### src/rtl/control_sumador_pkg.sv
// control_sumador_pkg: shared FSM states and widths for the two-client adder sequencer.
package control_sumador_pkg;
    localparam int ANCHO_DEF = 8;
    localparam int RES_W = ANCHO_DEF + 1;
    typedef enum logic [1:0] {LIBRE = 2'd0, SUMA = 2'd1, ENTREGA = 2'd2} estado_t;
endpackage

### src/rtl/control_sumador_arbitro_rr2.sv
// arbitro_rr2: combinational two-way winner select; prio breaks ties only.
module arbitro_rr2 (
    input  logic req0,
    input  logic req1,
    input  logic prio,
    output logic g,
    output logic valid
);
    assign valid = req0 | req1;
    assign g     = (req0 & req1) ? prio : req1;
endmodule

### src/rtl/sumador8b.sv
// sumador8b: 8-bit unsigned adder with 9-bit result (bit 8 = carry).
module sumador8b (
    input  logic [7:0] a,
    input  logic [7:0] b,
    output logic [8:0] s
);
    assign s = {1'b0, a} + {1'b0, b};
endmodule

### src/rtl/control_sumador.sv
// control_sumador: round-robin sequencer sharing one sumador8b between two clients.
// Optional saturating per-client op counters enabled by CONTADOR_OPS_EN.
module control_sumador
    import control_sumador_pkg::*;
#(
    parameter int ANCHO        = ANCHO_DEF,
    parameter bit PRIO_INICIAL = 1'b0
) (
    input  logic             clk,
    input  logic             rst,
    input  logic             req0,
    input  logic [ANCHO-1:0] a0,
    input  logic [ANCHO-1:0] b0,
    input  logic             req1,
    input  logic [ANCHO-1:0] a1,
    input  logic [ANCHO-1:0] b1,
    output logic             ack0,
    output logic             ack1,
    output logic [RES_W-1:0] res,
    output logic             res_id,
    output logic             cout,
    output logic             busy,
    output logic [7:0]       n_ops0,
    output logic [7:0]       n_ops1
);
    if (ANCHO != 8) begin : g_ancho_invalido
        $error("control_sumador: ANCHO must be 8 to match sumador8b");
    end

    estado_t          estado_q, estado_d;
    logic [ANCHO-1:0] op_a_q, op_a_d, op_b_q, op_b_d;
    logic [RES_W-1:0] res_q, res_d, suma;
    logic             id_q, id_d, prio_q, prio_d, res_id_q, res_id_d, cout_q, cout_d;
    logic             ack0_q, ack0_d, ack1_q, ack1_d, g, valid;

    arbitro_rr2 u_arb (.req0(req0), .req1(req1), .prio(prio_q), .g(g), .valid(valid));
    sumador8b u_sum (.a(op_a_q), .b(op_b_q), .s(suma));

    // ENTREGA and the unused encoding both fall through to LIBRE with acks low.
    always_comb begin
        estado_d = LIBRE;
        op_a_d   = op_a_q;
        op_b_d   = op_b_q;
        id_d     = id_q;
        prio_d   = prio_q;
        res_d    = res_q;
        res_id_d = res_id_q;
        cout_d   = cout_q;
        ack0_d   = 1'b0;
        ack1_d   = 1'b0;
        case (estado_q)
            LIBRE: if (valid) begin
                op_a_d   = g ? a1 : a0;
                op_b_d   = g ? b1 : b0;
                id_d     = g;
                prio_d   = ~g;
                estado_d = SUMA;
            end
            SUMA: begin
                res_d    = suma;
                cout_d   = suma[RES_W-1];
                res_id_d = id_q;
                ack0_d   = ~id_q;
                ack1_d   = id_q;
                estado_d = ENTREGA;
            end
            default: ;
        endcase
    end

    always_ff @(posedge clk or posedge rst) begin
        if (rst) begin
            estado_q <= LIBRE;
            op_a_q   <= '0;
            op_b_q   <= '0;
            id_q     <= 1'b0;
            prio_q   <= PRIO_INICIAL;
            res_q    <= '0;
            res_id_q <= 1'b0;
            cout_q   <= 1'b0;
            ack0_q   <= 1'b0;
            ack1_q   <= 1'b0;
        end else begin
            estado_q <= estado_d;
            op_a_q   <= op_a_d;
            op_b_q   <= op_b_d;
            id_q     <= id_d;
            prio_q   <= prio_d;
            res_q    <= res_d;
            res_id_q <= res_id_d;
            cout_q   <= cout_d;
            ack0_q   <= ack0_d;
            ack1_q   <= ack1_d;
        end
    end

    assign ack0   = ack0_q;
    assign ack1   = ack1_q;
    assign res    = res_q;
    assign res_id = res_id_q;
    assign cout   = cout_q;
    assign busy   = estado_q != LIBRE;

`ifdef CONTADOR_OPS_EN
    logic [7:0] n0_q, n1_q;
    always_ff @(posedge clk or posedge rst) begin
        if (rst) begin
            n0_q <= '0;
            n1_q <= '0;
        end else begin
            if (ack0_d && n0_q != 8'hFF) n0_q <= n0_q + 8'd1;
            if (ack1_d && n1_q != 8'hFF) n1_q <= n1_q + 8'd1;
        end
    end
    assign n_ops0 = n0_q;
    assign n_ops1 = n1_q;
`else
    assign n_ops0 = 8'd0;
    assign n_ops1 = 8'd0;
`endif
endmodule

### config.mk
export PLATFORM = sky130hd
export DESIGN_NAME = control_sumador
export DESIGN_NICKNAME = d
export VERILOG_FILES = /design/src/rtl/control_sumador_pkg.sv /design/src/rtl/control_sumador_arbitro_rr2.sv /design/src/rtl/sumador8b.sv /design/src/rtl/control_sumador.sv
export SDC_FILE = /design/constraint.sdc
export NUM_CORES = 1
export LEC_CHECK = 0
export ABC_AREA = 1
export ABC_CLOCK_PERIOD_IN_PS = 3600
export BUFFER_PORTS_ARGS = -buffer_cell sky130_fd_sc_hd__clkbuf_2
export CAP_MARGIN = 10
export CORE_MARGIN = 5
export CORE_UTILIZATION = 50
export CTS_BUF_LIST = sky130_fd_sc_hd__clkbuf_4 sky130_fd_sc_hd__clkbuf_8 sky130_fd_sc_hd__clkbuf_16
export CTS_CLUSTER_DIAMETER = 100
export CTS_CLUSTER_SIZE = 12
export DETAILED_ROUTE_END_ITERATION = 8
export PLACE_DENSITY = 0.81
export SLEW_MARGIN = 20
export SYNTH_ARGS = -nofsm -noshare
export SYNTH_HDL_FRONTEND = slang
export SYNTH_SLANG_ARGS = --single-unit
export TNS_END_PERCENT = 30
### constraint.sdc
create_clock -name clk -period 3.6 [get_ports clk]
set_clock_uncertainty 0.1 [all_clocks]
set_input_delay 0.36 -clock clk [delete_from_list [all_inputs] [get_ports clk]]
set_output_delay 0.36 -clock clk [all_outputs]
set_load 0.1 [all_outputs]
-- After elaboration in Yosys (flattened, before gate mapping)
Cells that the tools add are included.
- muxes and demuxes: 7
- bitwise operators: 4
- reduce and logical (&&, ||, !) cells: 3
- equal/unequal tests: 1
- add/subtract/negate cells: 1
- operators by type and width (cell ; count):
    $mux W8 ; 2
    $add A8 B8 Y9 ; 1
    $mux W1 ; 4
    $pmux W2 S2 ; 1
    $eq A2 B1 Y1 const B ; 1
    $logic_not A2 Y1 ; 1
    $not A1 Y1 ; 2
    $reduce_and A2 Y1 ; 1
    $reduce_bool A2 Y1 ; 1
    $and A1 B1 Y1 ; 1
    $or A1 B1 Y1 ; 1
- output and inout bits: 30
- word-level logic and storage cells: 26
- input port bits: 36
- register bits after elaboration: 33

-- Logic depth before layout (Yosys ltp)
Gate-level depths: netlist of the first run.
- word-level depth: 3
- mapped depth: 9
- gate-level depth less buffers: 9

-- Cells and area by module
Synthesis of the first run repeated with hierarchy kept, for this count alone.
- cells, all modules: 265
- area, all modules: 1963.1 µm²
- modules (own cells, without submodules) (module ; seq. area each (µm²) ; cells an instance ; times used ; area an instance (µm²)):
    control_sumador ; 800.8 ; 201 ; 1 ; 1564.0
    sumador8b ; 0.0 ; 59 ; 1 ; 376.6
    arbitro_rr2 ; 0.0 ; 5 ; 1 ; 22.5

-- Worst setup path after synthesis of the first run
No wires, ideal clock.
- path type: reg2out
- from: reg res_q[8], in the netlist res[8]
- to: out res[8]
- cell stages (with the launch flop): 2
- data required time: 3.140 ns
- arrival: 1.340 ns
- path slack: 1.800 ns
- path buffers: 1
- cells stage by stage: dfrtp_1 > buf_4
- RTL lines (item ; line ; RTL):
    start, declared ; control_sumador.sv:32 ; logic [RES_W-1:0] res_q, res_d, suma;
    start signal, assigned ; control_sumador.sv:89 ; res_q <= res_d;
    end, declared ; control_sumador.sv:19 ; output logic [RES_W-1:0] res,
No word-level cell between the ends.

-- Worst setup path after layout of the first run
- from: reg estado_q[1]
- to: reg res_id_q, in the netlist res_id
- word-level cells in the longest chain between the ends: 1
- RTL lines (item ; line ; RTL):
    start, declared ; control_sumador.sv:30 ; estado_t estado_q, estado_d;
    start signal, assigned ; control_sumador.sv:84 ; estado_q <= estado_d;
    $eq A2 B1 Y1 ; control_sumador.sv:51 ; case (estado_q)
    end signal, assigned ; control_sumador.sv:90 ; res_id_q <= res_id_d;
    end, declared ; control_sumador.sv:33 ; logic id_q, id_d, prio_q, prio_d, res_id_q, res_id_d, cout_q, cout_d;
Every way passes these cells.
A chain may end at the register's enable or synchronous reset.

==> metrics.txt, run 1 <==
outcome complete, but fails checks; failing checks hold timing; Hold Path Class input port to asynchronous set/reset pin; Critical Path Fanout Max 12; Final TNS setup 0 ns; critical path capture point type flop; ant diodes 0; post-synthesis cell count 225; final period utilization 49.5%; routed wire length per instance 10.2 µm; DIE AREA 4910 µm²; DRC 0; filler cell count 320; startpoint type of the worst setup path flop; minimum hold slack -0.0208 ns; nets 320; row count 21; I/O pin cnt 66; CTS tree yes; Final Max Tran Viols 0; CTS sink count 32; syn_area_per_cell between 8 and 9 µm²; via count 1481; number of nets with antenna violations after routing 0; Final setup viols 0; H-tree depth 2; drt first pass iters 4; DPL Wire Length 2.67 mm; DRT iter0 DRCs 80; final WL about 3.3 mm; YS warnings 0; Slew @ Worst Pin 0.724 ns; Crit path required time 3.72 ns; CTS Buffer Depth 2; RSZ-0062 raised after global routing false; port bufs 49; area grow syn2layout 15.8%; Die Height between 70 and 80 µm; cell area after synthesis 1800 µm²; setup bufs post-CTS 0; Synth cell types 24; maximum number of pins on one net before global-route repair 32; crit path DAT around 1.9 ns; post-DR vias/cell 4.60; Final GP Congestion between 0.7 and 0.8; global route overflow 0; core area about 3400 µm²; CTS Root Cell clkbuf_4; Final Hold Vio Count 28; Max-slew headroom 51.5%; max-cap violation count 0; first-pass GRT wire length 6.02 mm; f_max roughly 0.56 GHz; layout cells sized above 1 25.4%; die width 70.1 µm; vias in the first global route ~1.4k; type of the worst setup path flop to flop; CTS resizes 0; hold_buf cts 0; Starting Density 52.8%; fin crit period 1.78 ns; Num CTS Buffers 5; number of synthesized register bits 32; Global Route Usage Sum between 10% and 20%; sequential element share of the synthesized area between 40% and 50%; clock latency at the later pin of the worst-skew pair 0.32 ns; initial antenna violation count 0; clk slew on worst S/H paths 0.10 ns
[worst max-delay path: stages (launching register included)]
cell     delay (ns)
dfrtp_1        0.40
nor2_1         0.57
inv_1          0.34
nor2_1         0.22
nor2_1         0.05
[cell usage after synthesis]
cell type  count  area (µm²)
nor2_4         2        22.5
nor2_2         1        6.26
inv_2          3        11.3
nand2_1       89         334
nand3_1       24         120
o21ai_1        1        5.00
ha_1           8         100
o21ai_0        5        25.0
clkbuf_8       1        13.8
inv_4          1        6.26
nand2_4        2        22.5
buf_2          1        5.00
or2_2          1        6.26
nand3_2        1        10.0
o21bai_1       1        7.51
buf_8          1        15.0
inv_1         13        48.8
nor2_1        10        37.5
buf_4         19         143
fa_1           1        20.0
a21oi_1        5        25.0
nand3b_1       2        15.0
dfrtp_1       32         801
conb_1         1        3.75
[worst paths after layout]
check | from | to | slack [ns] | cells past startpoint
max in group asynchronous | rst | res[0] | 2.94 | 3
min in group clk | b0[7] | op_b_q[7] | 0.13 | 3
worst max register to register | estado_q[1] | res_id | 1.82 | 4
worst min-delay path | rst | ack0 | -0.02 | 2
worst min register to register | id_q | ack0 | 0.34 | 1
worst max-delay path | estado_q[1] | res_id | 1.82 | 4
[area by class of cell]
class	instances	area (µm²)	share of cell area, %
inverter	17	66.3	3.17
timing repair buffer	50	253	12.1
sequential	32	801	38.3
tap	46	57.6	2.75
clock inverter	1	30.0	1.44
clock buffer	7	65.1	3.11
multi-input combinational	169	817	39.1
[registers in the layout (all words and copies together) (netlist names)]
register,count
prio_q,1
res,9
ack0,1
res_id,1
op_a_q,8
id_q,1
op_b_q,8
estado_q,2
ack1,1
[cells in the final DEF, fill, tap and decap left out]
cell type and count:
nand3b_1 2, o21ai_0 5, dfrtp_1 32, nand3_2 1, buf_4 1, nor2_2 1
a21oi_1 5, conb_1 16, bufinv_16 1, or2_2 1, ha_1 8, clkbuf_8 2
o21bai_1 1, inv_4 1, inv_2 4, inv_1 12, fa_1 1, clkbuf_2 49
nand3_1 24, nand2_4 2, nor2_1 10, nand2_1 89, clkbuf_4 5, o21ai_1 1
nor2_4 2
[stage by stage]
step                setup slack, ns  hold slack (ns)  cells  area [µm²]  utilization, %
floorplan                      1.80            0.312    240        1860               -
global placement               1.87            0.322    314        1990            58.4
detailed placement             1.81            0.328    314        1990            58.4
CTS                            1.79            0.117    322        2090            61.2
global route                   1.63           0.0367    322        2090            61.2
finish                         1.82          -0.0208    322        2090            61.2
[layer usage]
metal	GRT usage [%]	vias to the layer above	wire length, µm
li1	-	780	-
met1	19.8	651	1540
met2	23.4	45	1490
met3	3.16	5	196
met4	7.02	0	59
met5	0	-	0
[cells by family (layout without fill, tap and decap cells)]
kind of cell	Yosys count	after routing	synth area share, %
simple gates	132	132	31.8
buf+inv	39	75	13.5
flops	32	32	44.4
compound gates	12	12	3.47
fa+ha+maj	9	9	6.66
other cells	1	16	0.208
Power of run 1 is left out: the tool's default activity adds up to more than one toggle a clock period on the data nets, which glitch-free logic cannot reach.
==> inputs of run 2 (changes only) <==
--- a/config.mk
+++ b/config.mk
@@ -6,16 +6,16 @@
 export NUM_CORES = 1
 export LEC_CHECK = 0
 export ABC_AREA = 1
-export ABC_CLOCK_PERIOD_IN_PS = 3600
+export ABC_CLOCK_PERIOD_IN_PS = 1750
 export BUFFER_PORTS_ARGS = -buffer_cell sky130_fd_sc_hd__clkbuf_2
 export CAP_MARGIN = 10
 export CORE_MARGIN = 5
-export CORE_UTILIZATION = 50
+export CORE_UTILIZATION = 49
 export CTS_BUF_LIST = sky130_fd_sc_hd__clkbuf_4 sky130_fd_sc_hd__clkbuf_8 sky130_fd_sc_hd__clkbuf_16
 export CTS_CLUSTER_DIAMETER = 100
 export CTS_CLUSTER_SIZE = 12
 export DETAILED_ROUTE_END_ITERATION = 8
-export PLACE_DENSITY = 0.81
+export PLACE_DENSITY = 0.79
 export SLEW_MARGIN = 20
 export SYNTH_ARGS = -nofsm -noshare
 export SYNTH_HDL_FRONTEND = slang
==> constraint.sdc (replaced) <==
create_clock -name clk -period 1.75 [get_ports clk]
set_clock_uncertainty 0.1 [all_clocks]
set_input_delay 0.175 -clock clk [delete_from_list [all_inputs] [get_ports clk]]
set_output_delay 0.175 -clock clk [all_outputs]
set_load 0.1 [all_outputs]
==> run 2 against run 1 <==
Compared with the run above:
- the flow now finishes without violations
- sequential share of layout area down 2.8 points
- non-clock buffer count increased by 16
- via count up 4.9%
- maximum frequency increased by 7.4%
- first-iteration DRC count is 19% lower
- final cell count is 5.6% higher
==> metrics.txt, run 2 (synthesized netlist as in run 1, its figures left out) <==
outcome finished, final reports clean; area grow syn2layout 25.1%; routed wire length per instance 11.0 µm; final WL between 3 and 4 mm; via count 1553; Final GP Congestion 0.772; CP Cell Sequence ha_2 -> fa_2 -> nand2_2 -> nand2_2 -> nand3b_1 -> nor2_1 -> o21ai_1 -> nand2_1; WL met2 1.84 mm; maximum number of pins on one net before global-route repair 33; initial antenna violation count 0; I/O pin cnt 66; Final Max Tran Viols 0; Top cell by count, worst path nand2_2; port bufs 49; setup bufs post-CTS 0; Final Hold Vio Count 0; commonest non-fill, non-tap cell in the layout nand2_1; die width slightly above 70 µm; CTS sink count 32; H-tree depth 2; layout cells sized above 1 25.3%; max-cap violation count 0; clk slew on worst S/H paths 0.07 ns; Slowest-stage cell, CP dfrtp_1; CTS Root Cell clkbuf_8; Highest Signal Layer met4; Slew @ Worst Pin 0.547 ns; startpoint type of the worst setup path flop; nets between 300 and 400; vias in the first global route 1596; critical path capture point type flop; metal1 wirelength 1.56 mm; crit path DAT around 1.7 ns; Final setup viols 0; Max-slew headroom 63.7%; max FFs per register 9; Hold Path Class input port to flop; Starting Density about half; DPL Wire Length 2.73 mm; fin crit period 1.66 ns; Global Route Usage Sum 17.5%; Die Height 70.7 µm; row count 22; number of nets with antenna violations after routing 0; type of the worst setup path flop to flop; global route overflow 0; drt first pass iters 4; core area 3610 µm²; clock latency at the later pin of the worst-skew pair approximately 0.29 ns; CTS Buffer Depth 2; first-pass GRT wire length about 7 mm; DRC 0; Final Core Density between 60% and 70%; CTS tree yes; f_max 0.603 GHz; Detail Route met3 WL 270 µm; RSZ-0062 raised after global routing true; final period utilization between 90% and 100%; DIE AREA roughly 5000 µm²; Num CTS Buffers 5; Crit path required time between 1.5 and 2 ns; Critical Path Fanout Max 3; post-DR vias/cell 4.57; ant diodes 0; DRT iter0 DRCs 65; commonest cells after routing, fill and taps aside nand2_1, clkbuf_2, dfrtp_1; worst stage delay on the critical path just under 0.4 ns
==> run 2: changes by cell type in the layout (fill, tap and decap cells not counted), sizes merged <==
cell         delta
buf             +1
bufinv          -1
clkbuf          -1
clkinv          +2
dlygate4sd3    +15
==> run 2: layout make-up <==
| cell class | count | area, µm² |
|---|---|---|
| fillers | 329 | 1350 |
| multi-input cells | 169 | 827 |
| flip-flops and latches | 32 | 801 |
| repair buffers | 66 | 410 |
| clock buffers | 6 | 82.6 |
| inverters | 17 | 66.3 |
| well taps | 48 | 60.1 |
| clock inverters | 2 | 10.0 |
==> run 2: worst max-delay path: cells and delay by family (launching register included) <==
kind | cells | cell delay (ns)
fa+ha+maj | 2 | 0.55
simple gates | 5 | 0.40
flops | 1 | 0.39
compound gates | 1 | 0.12
==> run 2: metal layers <==
metal | vias up | global-route usage, %
li1 | 806 | -
met1 | 694 | 20.9
met2 | 45 | 29.6
met3 | 8 | 4.97
met4 | 0 | 6.89
met5 | - | 0
==> run 2: stage by stage <==
step	cells	hold slack [ns]	setup TNS [ns]	setup WS, ns	area [µm²]
global route	340	0.00303	-0.0482	-0.0408	2260
detailed placement	317	0.166	-0.0233	-0.0233	2000
global placement	317	0.152	0	0.0267	2000
CTS	340	0.00120	0	0.000518	2250
floorplan	240	0.191	0	0.0897	1860
finish	340	0.00428	0	0.0913	2260
==> run 2: path summary, 6_finish.rpt <==
path                            startpoint  cells past startpoint  slack (ns)        end
max in group asynchronous              rst                      4        0.87     res[8]
worst max-delay path             op_a_q[0]                      8        0.09     res[8]
worst max register to register   op_a_q[0]                      8        0.09     res[8]
worst min register to register        id_q                      1        0.34       ack0
worst min-delay path                 a1[0]                      3       0.004  op_a_q[0]
min in group asynchronous              rst                      4        0.38     res_id
==> run 2: repair_timing <==
| item | in CTS | in global routing |
|---|---|---|
| hold endpoints to repair | 43 | 0 |
| pin swaps | 2 | 3 |
| resized for setup | 1 | 4 |
| endpoints found under the setup margin | 1 | 2 |
| hold buffers | 15 | 0 |
Power of run 2 is left out for the same reason.
==> inputs of run 3 (changes only) <==
--- a/config.mk
+++ b/config.mk
@@ -16,6 +16,8 @@
 export CTS_CLUSTER_SIZE = 12
 export DETAILED_ROUTE_END_ITERATION = 8
 export PLACE_DENSITY = 0.79
+export REMOVE_ABC_BUFFERS = 1
+export SKIP_LAST_GASP = 1
 export SLEW_MARGIN = 20
 export SYNTH_ARGS = -nofsm -noshare
 export SYNTH_HDL_FRONTEND = slang
==> run 3 against run 2 <==
Compared with the run above:
- worst hold slack got worse by 0.0017 ns
- utilization decreased by 2.4 points
- wire length decreased by 9.2%
- non-clock buffer count decreased by 8
- global-route usage decreased by 2.2 points
- maximum frequency decreased by 0.28%
- critical path depth unchanged
- sequential cell count unchanged
- design area decreased by 3.8%
- critical endpoint is now res[6]
==> metrics.txt, run 3 (synthesized netlist as in run 1, its figures left out) <==
DRC 0; r2r startpoint op_a_q[0]; routed wire length per instance 10.3 µm; number of nets with antenna violations after routing 0; ant diodes 0; CTS sink count 32; f_max around 0.6 GHz; post-DR vias/cell roughly 4.5; Crit path required time 1.81 ns; Final Max Tran Viols 0; Starting Density 50.0%; DRT iter0 DRCs just over 40; port bufs 49; Die Height 70.7 µm; Num CTS Buffers 5; I/O pin cnt 66; minimum hold slack 0.00260 ns; first-pass GRT wire length around 6.2 mm; row count 22; Slew @ Worst Pin 0.544 ns; Hold Path Class input port to flop; Final Hold Vio Count 0; final period utilization 95.1%; worst reg2reg setup slack about 0.087 ns; Reg2Reg Depth 8; PnR worst setup slack 0.0866 ns; vias in the first global route ~1.5k; initial antenna violation count 0; outcome finished, final reports clean; area grow syn2layout 20.4%; maximum number of pins on one net before global-route repair 33; die width approximately 71 µm; commonest cells after routing, fill and taps aside nand2_1, clkbuf_2, dfrtp_1; max-cap violation count 0; layout cells sized above 1 26.1%; Final setup viols 0; CP Launch Point op_a_q[0]; Max-slew headroom between 60% and 70%; max FFs per register 9; via count ~1.5k; fin crit period 1.66 ns; CTS Root Cell clkbuf_8; DIE AREA between 4000 and 5000 µm²; nets around 330; dpl ws -0.00933 ns; type of the worst setup path flop to flop; global route overflow 0; CTS Buffer Depth 2; crit path capture res[6]; critical path capture point type flop; DPL Wire Length 2.67 mm; crit path DAT 1.73 ns; drt first pass iters 4; startpoint type of the worst setup path flop; clock latency at the later pin of the worst-skew pair 0.28 ns; r2r endpoint res[6]; RSZ-0062 raised after global routing true; CTS tree yes; Final GP Congestion 0.800; H-tree depth 2; Global Route Usage Sum 15.3%; Critical Path Fanout Max 3; core area roughly 3600 µm²; commonest non-fill, non-tap cell in the layout nand2_1; final WL approximately 3.4 mm; clk slew on worst S/H paths 0.07 ns
-- run 3: changes by cell type in the layout (fill, tap and decap cells not counted), sizes merged --
| cell | change |
|---|---|
| dlygate4sd3 | -9 |
| buf | +1 |
-- run 3: cell type report --
class                           count  area, µm²
Fill cell                         345       1430
Multi-Input combinational cell    169        825
Sequential cell                    32        801
Timing Repair Buffer               58        328
Clock buffer                        6       82.6
Inverter                           17       66.3
Tap cell                           48       60.1
Clock inverter                      2       10.0
-- run 3: worst min-delay path by stage --
| stage | from | to | slack (ns) | cells after the start |
|---|---|---|---|---|
| after floorplan | rst | ack0 | 0.19 | 1 |
| after global placement | rst | res[1] | 0.15 | 3 |
| after detailed placement | rst | ack1 | 0.15 | 3 |
| after CTS | a0[5] | op_a_q[5] | 0.0007 | 3 |
| after global routing | b0[6] | op_b_q[6] | 0.005 | 3 |
| final | a0[5] | op_a_q[5] | 0.003 | 3 |
-- run 3: metal layers --
layer	vias up	track usage [%]	share of wire, %	wire, µm
li1	790	-	-	-
met3	5	3.55	6.2	211
met5	-	0	0	0
met1	665	18.9	44	1500
met2	44	25.3	48	1640
met4	0	6.89	1.8	60
-- run 3: per-stage QoR --
step                      utilization, %  area, µm²  std cells  TNS (ns)
after floorplan                        -       1680        218    -0.165
after global routing                60.2       2170        332   -0.0813
after detailed placement            55.6       2000        317  -0.00933
after global placement              55.6       2000        317         0
after CTS                           59.9       2160        331         0
final                               60.2       2170        332         0
-- run 3: repair_timing --
action                                  in CTS  in global routing
setup buffers                                0                  1
endpoints found under the hold margin       37                  0
gates resized for setup                      1                  3
pin swaps                                    1                  1
endpoints found under the setup margin       2                  3
hold buffers                                 6                  0
-- run 3: worst max-delay path, cell delays in order, from the launching register on --
cell and delay, ns:
dfrtp_1 0.39, ha_2 0.20, fa_2 0.34, nand2_2 0.08, nand2_1 0.08, nand3b_1 0.13
nand3_1 0.08, nand3_1 0.09, nand2_1 0.05
Power of run 3 is left out for the same reason.
